### config.mk
export PLATFORM = sky130hd
export DESIGN_NAME = watch_set_controller
export DESIGN_NICKNAME = d
export VERILOG_FILES = /design/src/rtl/watch_set_controller.sv
export SDC_FILE = /design/constraint.sdc
export NUM_CORES = 1
export LEC_CHECK = 0
export ABC_AREA = 0
export ABC_CLOCK_PERIOD_IN_PS = 3030
export CAP_MARGIN = 5
export CORE_AREA = 2 2 107 109
export DETAILED_ROUTE_END_ITERATION = 10
export DIE_AREA = 0 0 109 111
export PLACE_DENSITY = 0.57
export RECOVER_POWER = 100
export SYNTH_ARGS = -nofsm -noshare
export SYNTH_HDL_FRONTEND = slang
export SYNTH_SLANG_ARGS = --single-unit
### constraint.sdc
create_clock -name clk -period 3.03 [get_ports clk]
set_clock_uncertainty 0.2 [all_clocks]
set_input_delay 0.909 -clock clk [delete_from_list [all_inputs] [get_ports clk]]
set_output_delay 0.909 -clock clk [all_outputs]
set_load 0.005 [all_outputs]
### src/rtl/watch_set_controller.sv
// Mode/time-set sequencer for the watch counter chain.
// Synchronizes and edge-detects three debounced buttons, freezes the chain and
// captures its time, lets the user edit hours, minutes and seconds, then
// commits the edited time with a one-cycle load strobe and restarts the chain.
// An idle SET session aborts to the frozen time after SET_TIMEOUT cycles.
module watch_set_controller #(
  parameter int unsigned HR_MAX      = 23,
  parameter logic [31:0] SET_TIMEOUT = 32'd5000
) (
  input  logic       clk,
  input  logic       reset,
  input  logic       mode_btn,
  input  logic       adj_btn,
  input  logic       run_btn,
  input  logic [3:0] cur_hr1,
  input  logic [3:0] cur_hr0,
  input  logic [3:0] cur_min1,
  input  logic [3:0] cur_min0,
  input  logic [3:0] cur_sec1,
  input  logic [3:0] cur_sec0,
  output logic       stop,
  output logic       start_resume,
  output logic       load,
  output logic [3:0] ld_hr1,
  output logic [3:0] ld_hr0,
  output logic [3:0] ld_min1,
  output logic [3:0] ld_min0,
  output logic [3:0] ld_sec1,
  output logic [3:0] ld_sec0,
  output logic [2:0] state_o,
  output logic       timeout_o
);

  typedef enum logic [2:0] {
    ST_RUN     = 3'd0,
    ST_SET_HR  = 3'd1,
    ST_SET_MIN = 3'd2,
    ST_SET_SEC = 3'd3,
    ST_COMMIT  = 3'd4,
    ST_RESUME  = 3'd5
  } state_e;

  typedef struct packed {
    logic [3:0] hr1;
    logic [3:0] hr0;
    logic [3:0] min1;
    logic [3:0] min0;
    logic [3:0] sec1;
    logic [3:0] sec0;
  } bcd_time_t;

  // Button bit order in the synchronizer vectors.
  localparam int unsigned B_MODE = 0;
  localparam int unsigned B_ADJ  = 1;
  localparam int unsigned B_RUN  = 2;

  // BCD hour increment; anything at or above HR_MAX wraps to 00 so a
  // captured out-of-range hour still lands back in the legal range.
  function automatic logic [7:0] hr_inc(input logic [3:0] h1, input logic [3:0] h0);
    int unsigned v;
    v = (32'(h1) * 32'd10) + 32'(h0);
    if (v >= HR_MAX)    return 8'h00;
    else if (h0 >= 4'd9) return {h1 + 4'd1, 4'd0};
    else                 return {h1, h0 + 4'd1};
  endfunction

  // BCD minute increment, 59 -> 00, no carry into the hour.
  function automatic logic [7:0] min_inc(input logic [3:0] m1, input logic [3:0] m0);
    if (m0 >= 4'd9) begin
      if (m1 >= 4'd5) return 8'h00;
      else            return {m1 + 4'd1, 4'd0};
    end else begin
      return {m1, m0 + 4'd1};
    end
  endfunction

  // ---------------------------------------------------------------------------
  // Button synchronizer and rising-edge detector
  // ---------------------------------------------------------------------------
  logic [2:0] btn_raw;
  logic [2:0] s1_q, s2_q, prev_q;
  logic [2:0] edge_d, edge_q;

  assign btn_raw = {run_btn, adj_btn, mode_btn};

  // Rising edge of the synchronized level; a held button yields one edge.
  always_comb begin
    edge_d = s2_q & ~prev_q;
  end

  // Two-flop synchronizer, previous-value flop and registered edge pulse.
  always_ff @(posedge clk) begin
    // NOTE: sequential state uses non-blocking assignments so every flop
    // samples pre-edge values and the shift chain does not collapse.
    if (!reset) begin
      s1_q   <= '0;
      s2_q   <= '0;
      prev_q <= '0;
      edge_q <= '0;
    end else begin
      s1_q   <= btn_raw;
      s2_q   <= s1_q;
      prev_q <= s2_q;
      edge_q <= edge_d;
    end
  end

  logic mode_edge, adj_edge, run_edge, any_edge;
  assign mode_edge = edge_q[B_MODE];
  assign adj_edge  = edge_q[B_ADJ];
  assign run_edge  = edge_q[B_RUN];
  assign any_edge  = |edge_q;

  // ---------------------------------------------------------------------------
  // FSM, edit datapath and timeout counter
  // ---------------------------------------------------------------------------
  state_e    state_q, state_d;
  bcd_time_t ld_q, ld_d, cur_time;
  logic [31:0] cnt_q, cnt_d;
  logic stop_q, stop_d;
  logic load_q, load_d;
  logic sr_q, sr_d;
  logic to_q, to_d;

  logic in_set, timeout_hit;
  logic cap_en, inc_hr, inc_min, clr_sec, timed_out;

  assign cur_time = '{hr1: cur_hr1, hr0: cur_hr0, min1: cur_min1,
                      min0: cur_min0, sec1: cur_sec1, sec0: cur_sec0};

  assign in_set      = (state_q == ST_SET_HR) || (state_q == ST_SET_MIN) ||
                       (state_q == ST_SET_SEC);
  assign timeout_hit = (SET_TIMEOUT != 32'd0) && (cnt_q == SET_TIMEOUT - 32'd1);

  // State register together with the registered pulse outputs and edit value.
  always_ff @(posedge clk) begin
    if (!reset) begin
      state_q <= ST_RUN;
      ld_q    <= '0;
      cnt_q   <= '0;
      stop_q  <= 1'b0;
      load_q  <= 1'b0;
      sr_q    <= 1'b0;
      to_q    <= 1'b0;
    end else begin
      state_q <= state_d;
      ld_q    <= ld_d;
      cnt_q   <= cnt_d;
      stop_q  <= stop_d;
      load_q  <= load_d;
      sr_q    <= sr_d;
      to_q    <= to_d;
    end
  end

  // Next-state decode; run beats mode beats adj when edges coincide, and a
  // button edge takes precedence over an expiring timeout.
  always_comb begin
    // NOTE: every combinational output gets a default first so no path
    // leaves it unassigned and no latch is inferred.
    state_d   = state_q;
    cap_en    = 1'b0;
    inc_hr    = 1'b0;
    inc_min   = 1'b0;
    clr_sec   = 1'b0;
    timed_out = 1'b0;
    case (state_q)
      ST_RUN: begin
        if (mode_edge) begin
          state_d = ST_SET_HR;
          cap_en  = 1'b1;
        end
      end
      ST_SET_HR, ST_SET_MIN, ST_SET_SEC: begin
        if (run_edge) begin
          state_d = ST_COMMIT;
        end else if (mode_edge) begin
          case (state_q)
            ST_SET_HR:  state_d = ST_SET_MIN;
            ST_SET_MIN: state_d = ST_SET_SEC;
            default:    state_d = ST_COMMIT;
          endcase
        end else if (adj_edge) begin
          inc_hr  = (state_q == ST_SET_HR);
          inc_min = (state_q == ST_SET_MIN);
          clr_sec = (state_q == ST_SET_SEC);
        end else if (timeout_hit) begin
          state_d   = ST_RESUME;
          timed_out = 1'b1;
        end
      end
      ST_COMMIT: state_d = ST_RESUME;
      ST_RESUME: state_d = ST_RUN;
      default:   state_d = ST_RUN;
    endcase
  end

  // Edit datapath: capture, per-field increments and seconds clear.
  always_comb begin
    ld_d = ld_q;
    if (cap_en) ld_d = cur_time;
    if (inc_hr) {ld_d.hr1, ld_d.hr0} = hr_inc(ld_q.hr1, ld_q.hr0);
    if (inc_min) {ld_d.min1, ld_d.min0} = min_inc(ld_q.min1, ld_q.min0);
    if (clr_sec) begin
      ld_d.sec1 = 4'd0;
      ld_d.sec0 = 4'd0;
    end
  end

  // Idle counter: runs in SET states, cleared by any button edge and outside SET.
  always_comb begin
    if (in_set && !any_edge) cnt_d = cnt_q + 32'd1;
    else                     cnt_d = '0;
  end

  // Output decode from the upcoming state, registered one level up.
  always_comb begin
    stop_d = (state_q == ST_RUN) && (state_d == ST_SET_HR);
    load_d = (state_d == ST_COMMIT);
    sr_d   = (state_d == ST_RESUME);
    to_d   = timed_out;
  end

  assign stop         = stop_q;
  assign start_resume = sr_q;
  assign load         = load_q;
  assign timeout_o    = to_q;
  assign state_o      = state_q;
  assign ld_hr1       = ld_q.hr1;
  assign ld_hr0       = ld_q.hr0;
  assign ld_min1      = ld_q.min1;
  assign ld_min0      = ld_q.min0;
  assign ld_sec1      = ld_q.sec1;
  assign ld_sec0      = ld_q.sec0;

endmodule

==> metrics.md <==
| Metric | Value |
|---|---|
| Outcome | `finished clean` |
| Count leader, synth | `dfxtp_1` |
| Final worst path period share | `0.949` |
| Post-CTS sizing | `0` |
| Setup Viol. Count Final | `0` |
| Max Cap Viol | `0` |
| Sequential Power Share | `0.482` |
| Pin count of the biggest net entering global routing | `24` |
| Initial antenna violation count | `0` |
| Worst Hold Class | `register to register` |
| Post-synth ARST share | `0` |
| Max VDD drop | `0.213 mV` |
| Cells after Synth | `423` |
| CP arrival | `just under 3 ns` |
| Synthesized area | `~0.0037 mm2` |
| Switching Share | `0.221` |
| Fmax | `348 MHz` |
| Comb power frac | `0.057` |
| Hold Violations, Final | `0` |
| Die H | `111 um` |
| Nets | `roughly 540` |
| Ports | `60` |
| Finished Layout Cells | `634` |
| Pint | `1.64 mW` |
| Internal reg-to-reg setup slack | `0.16 ns` |
| Top cells by area, synth | `dfxtp_1, xnor2_1, ha_1` |
| Top cells by count, synth | `dfxtp_1, nor2_1, nand2_1` |
| Via count | `3,182` |
| Global-route wire length before repair | `14.6 mm` |
| NetSw | `465 uW` |
| Reg2reg start | `ld_hr1[1]` |
| Iteration-0 DRC Markers | `~130` |
| Post-DP HPWL | `~6.2 mm` |
| Hold-fix buffers at CTS | `0` |
| TritonCTS buffer count | `9` |
| Area share of the largest cell type after synthesis | `0.403` |
| DRC errors left | `0` |
| Crit path cell chain | `ha_1 > ha_1 > fa_1 > nor3_1 > o41ai_4 > nand3_2 > o32ai_1` |
| Initial Utilization | `0.336` |
| Final Max Slew Viols | `0` |
| Reg2Reg Depth | `7` |
| CTS H-tree depth | `3` |
| Port Buffers | `59` |
| Clock slew at reported path FFs | `about 0.060 ns` |
| Clock power share | `0.461` |
| Final critical-path required period | `roughly 2.9 ns` |
| Later-pin clock latency in the skew report | `0.32 ns` |
| Worst Hold Path EP | `edge_q[2]` |
| Clk sinks | `75` |
| Syn nets | `472` |
| Hold Crit Depth | `1` |
| ANT cells | `0` |
| Required @ worst endpoint | `3.05 ns` |
| Critical Path Start Type | `register` |
| Antenna Nets Post-Route | `0` |
| Synth area leader | `dfxtp_1` |
| Total setup buffers inserted after CTS | `0` |
| Grt ovf | `0` |
| CP Capture Type | `register` |
| Clk root buf | `clkbuf_16` |
| Ys Warns | `0` |
| GR Util All Layers | `0.150` |
| Post-synth top flop | `dfxtp_1` |
| Flops & latches, synth | `75` |
| Total core area | `~0.011 mm2` |
| Avg WL per Cell | `13.6 um` |
| P_leak | `1.74 nW` |
| Slowest cell on the critical path | `fa_1` |
| Post-Place Cells | `616` |
| Syn avg cell area | `8.81 um2` |
| Worst R2R End | `ld_hr0[3]` |
| Unique masters post-synth | `58` |
| Drt via density | `5.02` |
| Vias in the first global route | `3,003` |
| Min-delay src | `prev_q[2]` |
| Final setup TNS | `0 ns` |
| Max FO, Critical Path | `8` |
| Slowest cell delay on critical path | `0.53 ns` |
| CTS tree | `yes` |
| Worst slew margin relative to its limit | `0.250` |
| Total Die Area | `0.0121 mm2` |
| DRT Pass-1 Iters | `6` |
| Post-Route WL | `8.60 mm` |
| EDFF count, synth | `0` |
| Std cell rows | `39` |
| Sequential fraction of the synthesis area | `0.403` |
| RSZ-0062 raised after global routing | `no` |
| PD cells | `around 450 mW/mm2` |
| Area grow syn2layout | `27.0%` |
| Die X | `between 100 and 150 um` |
| Crit Path Class | `register to register` |
| Most frequent CP cell | `ha_1` |
| Clock Path Buffers | `2` |
| RD Place Congestion | `0.836` |
| Share of layout cells above drive strength 1 | `0.0692` |
| Worst-Margin Slew | `roughly 1.1 ns` |
[power by group through the flow]
| stage | logic [mW] | registers [mW] | clock network [mW] |
|---|---|---|---|
| global placement | 0.125 | 1.04 | 0 |
| finish | 0.120 | 1.01 | 0.971 |
| CTS | 0.127 | 1.02 | 1.00 |
| detailed placement | 0.126 | 1.04 | 0 |
| global route | 0.132 | 1.02 | 1.05 |
| floorplan | 0.0556 | 1.03 | 0 |
[critical path: cells and delay by family, from the launching register on]
| family | cells | cell delay [ns] |
|---|---|---|
| adder cells (fa/ha/maj) | 3 | 1.04 |
| AO/OA/AOI/OAI | 2 | 0.80 |
| AND/OR/NAND/NOR | 2 | 0.25 |
| flip-flops | 1 | 0.48 |
[through the flow]
step	power, mW	setup slack [ns]	utilization	hold slack [ns]	instance area (um2)
floorplan	1.09	0.418	-	0.167	3720
global placement	1.16	0.276	0.405	0.172	4490
detailed placement	1.16	0.156	0.405	0.174	4490
CTS	2.15	0.128	0.430	0.182	4760
global route	2.20	0.00508	0.427	0.210	4730
finish	2.11	0.156	0.427	0.178	4730
[layout make-up]
class / instances / area [um2]
Clock buffer: 11 / 243
Clock inverter: 5 / 28.8
Fill cell: 1117 / 6350
Inverter: 17 / 63.8
Multi-Input combinational cell: 314 / 2060
Sequential cell: 75 / 1500
Tap cell: 143 / 179
Timing Repair Buffer: 69 / 652
[placed cells by master (no fill, tap or decap), types with 3 or more instances in the layout]
cell	instances
nor3_1	10
ha_1	18
nor2_1	49
clkbuf_1	4
and2_0	5
xor2_1	7
nand3_1	22
dlygate4sd3_1	31
and2_1	7
and3_1	5
or3_1	3
clkinv_2	4
dfxtp_1	75
nor2b_1	5
clkbuf_16	9
buf_4	5
o31ai_1	3
nor4_1	15
o21ai_0	9
a22oi_1	3
inv_1	17
nand2_1	41
a21oi_1	24
nand4_1	11
xnor2_1	27
a31oi_1	3
clkdlybuf4s50_1	28
[worst max path at each step]
| stage | startpoint | endpoint | depth (start not counted) |
|---|---|---|---|
| finish | ld_hr1[1] | ld_hr0[3] | 7 |
| global route | ld_hr1[1] | ld_hr0[3] | 7 |
| CTS | ld_hr1[1] | ld_hr0[3] | 7 |
| detailed placement | ld_hr1[1] | ld_hr0[3] | 7 |
| global placement | ld_hr1[1] | ld_hr0[2] | 7 |
| floorplan | ld_hr1[1] | ld_hr0[1] | 7 |
[sequential cells by signal, summed over array words and instances, names as in the netlist, 3 cells and up]
signal,count
cnt_q,32
ld_hr0,4
ld_hr1,4
ld_min0,4
ld_min1,4
ld_sec0,4
ld_sec1,4
edge_q,3
prev_q,3
s1_q,3
s2_q,3
state_o,3
[logic make-up after synthesis]
kind of cell,synth area share
adders and majority gates,0.0712
DFF,0.403
and+or+nand+nor,0.269
xor gates and xnor gates,0.0799
buffers and inverters,0.0376
AOI/OAI and AO/OA,0.131
muxes,0.00840
[per-layer routing]
metal / vias up / part of all wire / GRT usage
li1: 1609 / - / -
met1: 1515 / 0.48 / 0.202
met4: 0 / 0.0071 / 0.0436
met2: 50 / 0.48 / 0.238
met5: - / 0 / 0
met3: 8 / 0.037 / 0.0359
No activity file was read; power rests on OpenSTA's default activity.
